$ cat config.mk
export PLATFORM = sky130hd
export DESIGN_NAME = vliw_reg_file_flat
export DESIGN_NICKNAME = d
export VERILOG_FILES = /design/src/rtl/vliw_reg_file_pkg.sv /design/src/rtl/vliw_reg_file_if.sv /design/src/rtl/vliw_reg_file_wr_arb.sv /design/src/rtl/vliw_reg_file.sv /design/src/flat_wrapper.sv
export SDC_FILE = /design/constraint.sdc
export NUM_CORES = 2
export LEC_CHECK = 0
export CAP_MARGIN = 15
export CORE_MARGIN = 1
export CORE_UTILIZATION = 63
export CTS_CLUSTER_DIAMETER = 120
export CTS_CLUSTER_SIZE = 40
export DETAILED_ROUTE_END_ITERATION = 8
export PLACE_DENSITY_LB_ADDON = 0.2
export SLEW_MARGIN = 10
export SYNTH_ARGS = -nofsm -noshare
export SYNTH_HDL_FRONTEND = slang
export SYNTH_SLANG_ARGS = --single-unit
$ cat constraint.sdc
create_clock -name clk -period 3.9 [get_ports clk]
set_input_delay 0.78 -clock clk [delete_from_list [all_inputs] [get_ports clk]]
set_output_delay 0.78 -clock clk [all_outputs]
set_load 0.05 [all_outputs]
$ cat src/rtl/vliw_reg_file_pkg.sv
// Shared constants and types for the VLIW integer register file.
// Package name: vliw_pkg.
package vliw_pkg;

   localparam int XLEN       = 32;
   localparam int NUM_REGS   = 32;
   localparam int REG_ADDR_W = 5;
   localparam int NUM_LANES  = 2;

   typedef logic [REG_ADDR_W-1:0] reg_addr_t;
   typedef logic [XLEN-1:0]       word_t;

endpackage : vliw_pkg

$ cat src/rtl/vliw_reg_file_if.sv
// Read / writeback / bypass bus between the IXU lanes and the register file.
// master = IXU side, slave = register file side.
interface vliw_reg_file_if
   import vliw_pkg::*;
   #(parameter int NUM_LANES = vliw_pkg::NUM_LANES)
   ();

   logic [NUM_LANES*REG_ADDR_W-1:0] rs1_addr;
   logic [NUM_LANES*REG_ADDR_W-1:0] rs2_addr;
   logic [NUM_LANES*XLEN-1:0]       rs1_data;
   logic [NUM_LANES*XLEN-1:0]       rs2_data;
   logic [NUM_LANES*REG_ADDR_W-1:0] wr_rd;
   logic [NUM_LANES*XLEN-1:0]       wr_data;
   logic [NUM_LANES-1:0]            wr_en;
   logic [NUM_LANES-1:0]            is_rs1_fwd;
   logic [NUM_LANES-1:0]            is_rs2_fwd;
   logic [NUM_LANES*XLEN-1:0]       rs1_fwd_data;
   logic [NUM_LANES*XLEN-1:0]       rs2_fwd_data;
   logic                            conflict_err;
   logic                            conflict_clr;

   modport master (
      output rs1_addr, rs2_addr, wr_rd, wr_data, wr_en, conflict_clr,
      input  rs1_data, rs2_data, is_rs1_fwd, is_rs2_fwd,
             rs1_fwd_data, rs2_fwd_data, conflict_err
   );

   modport slave (
      input  rs1_addr, rs2_addr, wr_rd, wr_data, wr_en, conflict_clr,
      output rs1_data, rs2_data, is_rs1_fwd, is_rs2_fwd,
             rs1_fwd_data, rs2_fwd_data, conflict_err
   );

endinterface : vliw_reg_file_if

$ cat src/rtl/vliw_reg_file_wr_arb.sv
// Writeback arbiter for one register address: reports whether any lane
// writes it, the data of the highest-numbered writing lane, and whether
// more than one lane hit. Address 0 never hits.
module reg_file_wr_arb
   import vliw_pkg::*;
   #(parameter int NUM_LANES = vliw_pkg::NUM_LANES)
   (
   input  reg_addr_t                       addr,
   input  logic [NUM_LANES-1:0]            wr_en,
   input  logic [NUM_LANES*REG_ADDR_W-1:0] wr_rd,
   input  logic [NUM_LANES*XLEN-1:0]       wr_data,
   output logic                            hit,
   output word_t                           data,
   output logic                            multi
   );

   // Scan lanes low to high so the last (highest) matching lane owns data.
   always_comb begin
      hit   = 1'b0;
      data  = {XLEN{1'b0}};
      multi = 1'b0;
      for (int i = 0; i < NUM_LANES; i++) begin
         if (wr_en[i] && (wr_rd[i*REG_ADDR_W +: REG_ADDR_W] == addr) &&
             (addr != {REG_ADDR_W{1'b0}})) begin
            multi = multi | hit;
            hit   = 1'b1;
            data  = wr_data[i*XLEN +: XLEN];
         end else begin
            multi = multi;
         end
      end
   end

endmodule : reg_file_wr_arb

$ cat src/rtl/vliw_reg_file.sv
// Shared 32 x XLEN integer register file for the IXU lanes: combinational
// reads, highest-lane-wins writeback, sticky write-conflict flag.
// Optional same-cycle bypass outputs are built when REG_FILE_BYPASS_EN
// is defined; otherwise they are tied to zero.
module vliw_reg_file
   import vliw_pkg::*;
   #(parameter int NUM_LANES = vliw_pkg::NUM_LANES)
   (
   input  logic                  clk,
   input  logic                  rst,
   vliw_reg_file_if.slave        bus
   );

   word_t                     regs_r [NUM_REGS];
   logic                      conflict_err_r;
   logic  [NUM_REGS-1:1]      row_hit_s;
   logic  [NUM_REGS-1:1]      row_multi_s;
   word_t                     row_data_s [1:NUM_REGS-1];
   logic  [NUM_LANES*XLEN-1:0] rs1_data_s;
   logic  [NUM_LANES*XLEN-1:0] rs2_data_s;

   // One arbiter per writable row resolves that row's writeback.
   for (genvar r = 1; r < NUM_REGS; r++) begin : g_row
      reg_file_wr_arb #(.NUM_LANES(NUM_LANES)) u_row_arb (
         .addr    (reg_addr_t'(r)),
         .wr_en   (bus.wr_en),
         .wr_rd   (bus.wr_rd),
         .wr_data (bus.wr_data),
         .hit     (row_hit_s[r]),
         .data    (row_data_s[r]),
         .multi   (row_multi_s[r])
      );
   end

   // Array update and sticky conflict flag; a new conflict beats a clear.
   always_ff @(posedge clk) begin
      if (rst) begin
         for (int r = 0; r < NUM_REGS; r++) begin
            regs_r[r] <= {XLEN{1'b0}};
         end
         conflict_err_r <= 1'b0;
      end else begin
         regs_r[0] <= {XLEN{1'b0}};
         for (int r = 1; r < NUM_REGS; r++) begin
            if (row_hit_s[r]) begin
               regs_r[r] <= row_data_s[r];
            end else begin
               regs_r[r] <= regs_r[r];
            end
         end
         if (|row_multi_s) begin
            conflict_err_r <= 1'b1;
         end else if (bus.conflict_clr) begin
            conflict_err_r <= 1'b0;
         end else begin
            conflict_err_r <= conflict_err_r;
         end
      end
   end

   // Combinational reads straight from the array; x0 forced to zero.
   always_comb begin
      rs1_data_s = {(NUM_LANES*XLEN){1'b0}};
      rs2_data_s = {(NUM_LANES*XLEN){1'b0}};
      for (int l = 0; l < NUM_LANES; l++) begin
         if (bus.rs1_addr[l*REG_ADDR_W +: REG_ADDR_W] == {REG_ADDR_W{1'b0}}) begin
            rs1_data_s[l*XLEN +: XLEN] = {XLEN{1'b0}};
         end else begin
            rs1_data_s[l*XLEN +: XLEN] = regs_r[bus.rs1_addr[l*REG_ADDR_W +: REG_ADDR_W]];
         end
         if (bus.rs2_addr[l*REG_ADDR_W +: REG_ADDR_W] == {REG_ADDR_W{1'b0}}) begin
            rs2_data_s[l*XLEN +: XLEN] = {XLEN{1'b0}};
         end else begin
            rs2_data_s[l*XLEN +: XLEN] = regs_r[bus.rs2_addr[l*REG_ADDR_W +: REG_ADDR_W]];
         end
      end
   end

   assign bus.rs1_data     = rs1_data_s;
   assign bus.rs2_data     = rs2_data_s;
   assign bus.conflict_err = conflict_err_r;

`ifdef REG_FILE_BYPASS_EN
   logic [2*NUM_LANES-1:0] bypass_multi_unused;

   // Per read port, the winning same-cycle writer feeds the bypass.
   for (genvar l = 0; l < NUM_LANES; l++) begin : g_byp
      reg_file_wr_arb #(.NUM_LANES(NUM_LANES)) u_rs1_arb (
         .addr    (bus.rs1_addr[l*REG_ADDR_W +: REG_ADDR_W]),
         .wr_en   (bus.wr_en),
         .wr_rd   (bus.wr_rd),
         .wr_data (bus.wr_data),
         .hit     (bus.is_rs1_fwd[l]),
         .data    (bus.rs1_fwd_data[l*XLEN +: XLEN]),
         .multi   (bypass_multi_unused[2*l])
      );
      reg_file_wr_arb #(.NUM_LANES(NUM_LANES)) u_rs2_arb (
         .addr    (bus.rs2_addr[l*REG_ADDR_W +: REG_ADDR_W]),
         .wr_en   (bus.wr_en),
         .wr_rd   (bus.wr_rd),
         .wr_data (bus.wr_data),
         .hit     (bus.is_rs2_fwd[l]),
         .data    (bus.rs2_fwd_data[l*XLEN +: XLEN]),
         .multi   (bypass_multi_unused[2*l+1])
      );
   end
`else
   assign bus.is_rs1_fwd   = {NUM_LANES{1'b0}};
   assign bus.is_rs2_fwd   = {NUM_LANES{1'b0}};
   assign bus.rs1_fwd_data = {(NUM_LANES*XLEN){1'b0}};
   assign bus.rs2_fwd_data = {(NUM_LANES*XLEN){1'b0}};
`endif

endmodule : vliw_reg_file

$ cat src/flat_wrapper.sv
// flat-port wrapper written by rule: the top's interface ports become plain ports
module vliw_reg_file_flat import vliw_pkg::*;
#(parameter int NUM_LANES = vliw_pkg::NUM_LANES)
  (clk, rst, bus_rs1_addr, bus_rs2_addr, bus_wr_rd, bus_wr_data, bus_wr_en, bus_conflict_clr, bus_rs1_data, bus_rs2_data, bus_is_rs1_fwd, bus_is_rs2_fwd, bus_rs1_fwd_data, bus_rs2_fwd_data, bus_conflict_err);
  vliw_reg_file_if #(.NUM_LANES(NUM_LANES)) bus_i ();
  input  logic clk;
  input  logic rst;
  input wire logic [$bits(bus_i.rs1_addr)-1:0] bus_rs1_addr;
  input wire logic [$bits(bus_i.rs2_addr)-1:0] bus_rs2_addr;
  input wire logic [$bits(bus_i.wr_rd)-1:0] bus_wr_rd;
  input wire logic [$bits(bus_i.wr_data)-1:0] bus_wr_data;
  input wire logic [$bits(bus_i.wr_en)-1:0] bus_wr_en;
  input wire logic [$bits(bus_i.conflict_clr)-1:0] bus_conflict_clr;
  output wire logic [$bits(bus_i.rs1_data)-1:0] bus_rs1_data;
  output wire logic [$bits(bus_i.rs2_data)-1:0] bus_rs2_data;
  output wire logic [$bits(bus_i.is_rs1_fwd)-1:0] bus_is_rs1_fwd;
  output wire logic [$bits(bus_i.is_rs2_fwd)-1:0] bus_is_rs2_fwd;
  output wire logic [$bits(bus_i.rs1_fwd_data)-1:0] bus_rs1_fwd_data;
  output wire logic [$bits(bus_i.rs2_fwd_data)-1:0] bus_rs2_fwd_data;
  output wire logic [$bits(bus_i.conflict_err)-1:0] bus_conflict_err;
  assign bus_i.rs1_addr = bus_rs1_addr;
  assign bus_i.rs2_addr = bus_rs2_addr;
  assign bus_i.wr_rd = bus_wr_rd;
  assign bus_i.wr_data = bus_wr_data;
  assign bus_i.wr_en = bus_wr_en;
  assign bus_i.conflict_clr = bus_conflict_clr;
  assign bus_rs1_data = bus_i.rs1_data;
  assign bus_rs2_data = bus_i.rs2_data;
  assign bus_is_rs1_fwd = bus_i.is_rs1_fwd;
  assign bus_is_rs2_fwd = bus_i.is_rs2_fwd;
  assign bus_rs1_fwd_data = bus_i.rs1_fwd_data;
  assign bus_rs2_fwd_data = bus_i.rs2_fwd_data;
  assign bus_conflict_err = bus_i.conflict_err;
  vliw_reg_file #(.NUM_LANES(NUM_LANES)) u_core (.clk(clk), .rst(rst), .bus(bus_i));
endmodule
# [Yosys cells after proc, flatten, opt, wreduce, memory -nomap -nowiden]
# Memory sizes are Yosys's and may differ from the RTL's.
# Cells that the tools add are included.
[classes] n_reduce_logical=99 bitwise_logic=63 eq_ne=93 n_mux=413
[ops] operator="two-way mux 32 bit" n=129
[ops] operator="two-way mux 1 bit" n=284
[ops] operator="equality test 5 bit (second input constant)" n=32
[ops] operator="equality test 5 x 4 -> 1 bit (second input constant)" n=16
[ops] operator="bitwise OR 1 bit" n=63
[ops] operator="logical AND 1 bit" n=62
[ops] operator="AND reduction 2 bit" n=31
[ops] operator="equality test 5 x 3 -> 1 bit (second input constant)" n=8
[ops] operator="!= test 0 bit" n=31
[ops] operator="OR reduction 31 bit" n=1
[ops] operator="equality test 5 x 2 -> 1 bit (second input constant)" n=4
[ops] operator="zero test 5 bit" n=4
[ops] operator="equality test 5 x 1 -> 1 bit (second input constant)" n=2
[ops] operator="nonzero test 2 bit" n=1
[word_totals] ff_bits=1 mem_count=1 ram_bits=1024 in_bits=99
[mem_list] name="u_core.regs_r" depth=32 width=32 rd=4 rd_ports_with_merged_regs=0 wr=32 line="vliw_reg_file.sv:14" rtl="word_t regs_r [NUM_REGS];"

# [Depth between registers and ports, before layout]
[depth] word_depth=9 depth_mapped=8 ltp_nobuf=5

# [By module]
# A second synthesis with hierarchy kept.
[hier_totals] cells_unflattened=8578 hier_area_um2=101119.5
[modules_own_cells] mod="vliw_reg_file" cells_each=5633 area_per_inst_um2=70632.7 n_inst=1
[modules_own_cells] mod="reg_file_wr_arb" cells_each=95 area_per_inst_um2=983.4 n_inst=31

# [Worst setup path before layout]
# Ideal clock, no wire load.
[synth_timing] path_kind="input-to-output" from="input port bus_rs1_addr[5]" to="output port bus_rs1_data[32]" cell_stages=5 t_required_ns=3.120 arrival_ns=2.850 path_slack_ns=0.270 cell_sequence="buf_2 -> buf_1 -> mux4_2 -> mux4_2 -> mux2_2"
[synth_between] elab_chain_len=2 word_cells_on_any_way=3 classes_between="mux: 1; reduce/logical: 1; memory: 1"
[synth_lines] item="from (decl)" line="flat_wrapper.sv:8" rtl="input wire logic [$bits(bus_i.rs1_addr)-1:0] bus_rs1_addr;"
[synth_lines] item="memory read (32 x 32 bit) / zero test 5 bit (equally long branches)"
[synth_lines] item="two-way mux 32 bit *" line="vliw_reg_file.sv:66" rtl="if (bus.rs1_addr[l*REG_ADDR_W +: REG_ADDR_W] == {REG_ADDR_W{1'b0}}) begin"
[synth_lines] item="to (decl)" line="flat_wrapper.sv:14" rtl="output wire logic [$bits(bus_i.rs1_data)-1:0] bus_rs1_data;"
# Every way passes the cells marked *; elsewhere a longest branch is shown, timed or not.

# [Worst setup path in the final report]
[layout_timing] from="input port bus_rs2_addr[5]" to="output port bus_rs2_data[54]"
[layout_between] elab_chain_len=2 word_cells_on_any_way=3 classes_between="mux: 1; reduce/logical: 1; memory: 1"
[layout_lines] item="from (decl)" line="flat_wrapper.sv:9" rtl="input wire logic [$bits(bus_i.rs2_addr)-1:0] bus_rs2_addr;"
[layout_lines] item="memory read (32 x 32 bit) / zero test 5 bit (equally long branches)"
[layout_lines] item="two-way mux 32 bit *" line="vliw_reg_file.sv:71" rtl="if (bus.rs2_addr[l*REG_ADDR_W +: REG_ADDR_W] == {REG_ADDR_W{1'b0}}) begin"
[layout_lines] item="to (decl)" line="flat_wrapper.sv:15" rtl="output wire logic [$bits(bus_i.rs2_data)-1:0] bus_rs2_data;"
# Marks and branches as above.

==> metrics <==
status=complete, but fails checks; failing checks=design-rule violations, max-capacitance violations, negative setup slack; Peak VDD IR=0.0004567 V; Max Cap Viol=1; worst hold slack=0.6262 ns; Crit path largest cell delay=between 0.5 and 0.6 ns; post-route setup slack=-0.03643 ns; Synth Instances=6007; synth warn=0; sequential share of the synthesized area=38.76%; Crit. Startpoint=bus_rs2_addr[5]; post-layout min period=3.936 ns; Initial Util=63.84%; Die Ht=351.4 µm; Cell Area, Placed=~84000 µm²; Hold Path Sink=u_core.regs_r[31][26]; FP Rows=127; Post-Route Skew=0 ns; synthesized area per cell=12.80 µm²; drt drc=7; Post-synth EDFFs=slightly below 1000; H-tree levels=2; grt ovf=0; Post-CTS Setup Repair Bufs=0; WS Path Type=primary input to output port; DIE AREA=~120000 µm²; RSZ-0062 raised after global routing=no; actual slew at the worst max-slew pin=1.479 ns; Max Fclk=254.0 MHz; Post-synth ARST share=0%; CTS sink count=993; hold path start=rst; Hold Path Stages=2; final WL=346.6 mm; Worst Reg-to-Reg Cells=4; P_leak=29.35 nW; Chip Width=~350 µm; Post-Synthesis Cell Area=76900 µm²; Slew Viols, Final=0; number of global-route vias before repair=between 60000 and 70000; Nets=between 6000 and 7000; vias per std cell=8.668; Root Driver=clkbuf_16; Setup WS pre-CTS=-0.003682 ns; register bit total from synthesis=993; Clock Path Buffers=3; post-route cell area=85850 µm²; flop2flop setup slack=2.10 ns; CP Capture Type=output port; Final Non-Filler Cells=slightly below 8000; Worst slew margin=1.071%; top_reg_cell synth=edfxtp_1; synth unique cells=54; dpl hpwl=222.4 mm; CP required=3.12 ns; Skew-Pair Late Insertion Delay=0.70 ns; setup violators final=4; Max FO, Critical Path=13; drt wl/cell=44.94 µm; clk slew on worst S/H paths=0.13 ns; layout cells sized above 1=37.99%; Final Hold Fails=0; IO buf count=227; TritonCTS Buffers=35; core area=120400 µm²; Startpoint Class=primary input; crit path DAT=between 3 and 4 ns; TritonCTS clock tree=built; Power Density=324.5 nW/µm²; area growth from synthesis to layout=11.65%; gr usage total=56.38%; Ports=between 300 and 400; Initial DRC Count=between 10000 and 15000; largest net degree at the start of global routing=187; worst r2r dst=u_core.bus.conflict_err; first-pass GRT wire length=between 400 and 500 mm; CP cell instances=buf_12 -> buf_16 -> buf_12 -> mux4_2 -> mux4_2 -> mux2_2 -> buf_4; Post-Place Cells=7629; slowest CP cell=mux4_2; period utilization=100.9%; Hold Path Class=primary input to flip-flop; DRT Pass-1 Iters=9; gpl congestion=1.043; reg-to-reg startpoint=u_core.bus.conflict_err; Routed Antenna Nets=0; initial antenna violation count=51; routed vias=around 67000
repair_timing:
item	CTS	global route
hold buffers	0	0
hold endpoints to repair	0	0
gates resized for setup	1	6
gates cloned	0	1
setup endpoints to repair	1	11
metal layers:
layer	vias to the layer above	part of all wire, %	track usage, %
met1	31720	27	64.86
met5	-	0.20	2.237
met4	58	11	47.93
met3	2612	21	32.48
met2	8649	40	74.86
li1	23814	-	-
power by group:
part	internal, mW	total, mW	switching [mW]
Sequential	12.4	13.2	0.784
Clock	1.86	5.61	3.75
Combinational	3.91	9.04	5.13
Total	18.2	27.9	9.67
how the worst max path moves through the flow:
| stage | cells after the start | to | slack, ns |
|---|---|---|---|
| after CTS | 7 | bus_rs2_data[62] | 0.02 |
| final | 7 | bus_rs2_data[54] | -0.04 |
| after global routing | 8 | bus_rs2_data[45] | 0.01 |
| after detailed placement | 7 | bus_rs2_data[62] | -0.004 |
| after floorplan | 5 | bus_rs1_data[32] | 0.27 |
| after global placement | 7 | bus_rs2_data[62] | 0.02 |
stage by stage:
stage	util, %	total power, mW	TNS [ns]
2_1_floorplan	-	18.64	0
3_3_place_gp	70.09	21.72	0
3_5_place_dp	70.10	21.89	-0.003682
4_1_cts	71.07	27.13	0
5_1_grt	71.25	28.07	0
6_report	71.28	27.86	-0.06888
Yosys cell counts, types with 6 or more instances:
cell type / number / share of area, %
nand3_1: 7 / 0.046
o21ai_0: 11 / 0.072
a22o_1: 375 / 4.3
nor2_1: 257 / 1.3
nand2b_1: 19 / 0.15
nor3_1: 10 / 0.065
a22oi_1: 202 / 2.0
mux4_2: 1152 / 34
a21oi_1: 544 / 3.5
buf_2: 142 / 0.92
and4b_1: 6 / 0.078
clkbuf_1: 547 / 2.7
nor2b_1: 28 / 0.23
nand3b_1: 7 / 0.068
buf_4: 147 / 1.4
nand2_1: 1133 / 5.5
nand4_1: 6 / 0.049
edfxtp_1: 992 / 39
mux2_2: 257 / 3.8
or2_2: 11 / 0.089
nor3_2: 9 / 0.12
buf_6: 10 / 0.15
buf_1: 75 / 0.37
nand4b_1: 6 / 0.068
cell type report:
class                   count  area [µm²]
clock buffers              37       925.9
multi-input cells        4223       43860
fillers                  8031       34600
inverters                   1       3.754
well taps                1612        2017
diodes                     23       57.56
flip-flops and latches    993       29810
repair buffers            809        8940
clock inverters            15       240.2
flip-flops by register name (all words and copies together) (netlist names):
register                 cells
u_core.regs_r              992
u_core.bus.conflict_err      1
layout by cell type, fill, tap and decap left out, types with 12 or more instances in the layout:
master / count
mux4_2: 1152
nand2_1: 1112
edfxtp_1: 992
a21oi_1: 544
buf_4: 506
a22o_1: 375
mux2_2: 253
nor2_1: 225
a22oi_1: 202
buf_12: 197
conb_1: 132
clkdlybuf4s50_1: 72
clkbuf_16: 38
nor2_4: 31
nor2b_1: 24
diode_2: 23
nand2_2: 21
nor3_4: 13
buf_8: 12
worst max-delay path, delay by kind of cell:
family,cells,cell delay (ns)
buffers and inverters,4,0.89
muxes,3,1.39
logic make-up after synthesis:
family / count (synthesis) / synth area share, %
mux: 1409 / 37.50
buf+inv: 922 / 5.547
flops: 993 / 38.76
other cells: 1 / 0.004877
xor+xnor: 2 / 0.02278
compound gates: 1159 / 10.14
simple gates: 1521 / 8.019
(Power assumes the default switching activity.)
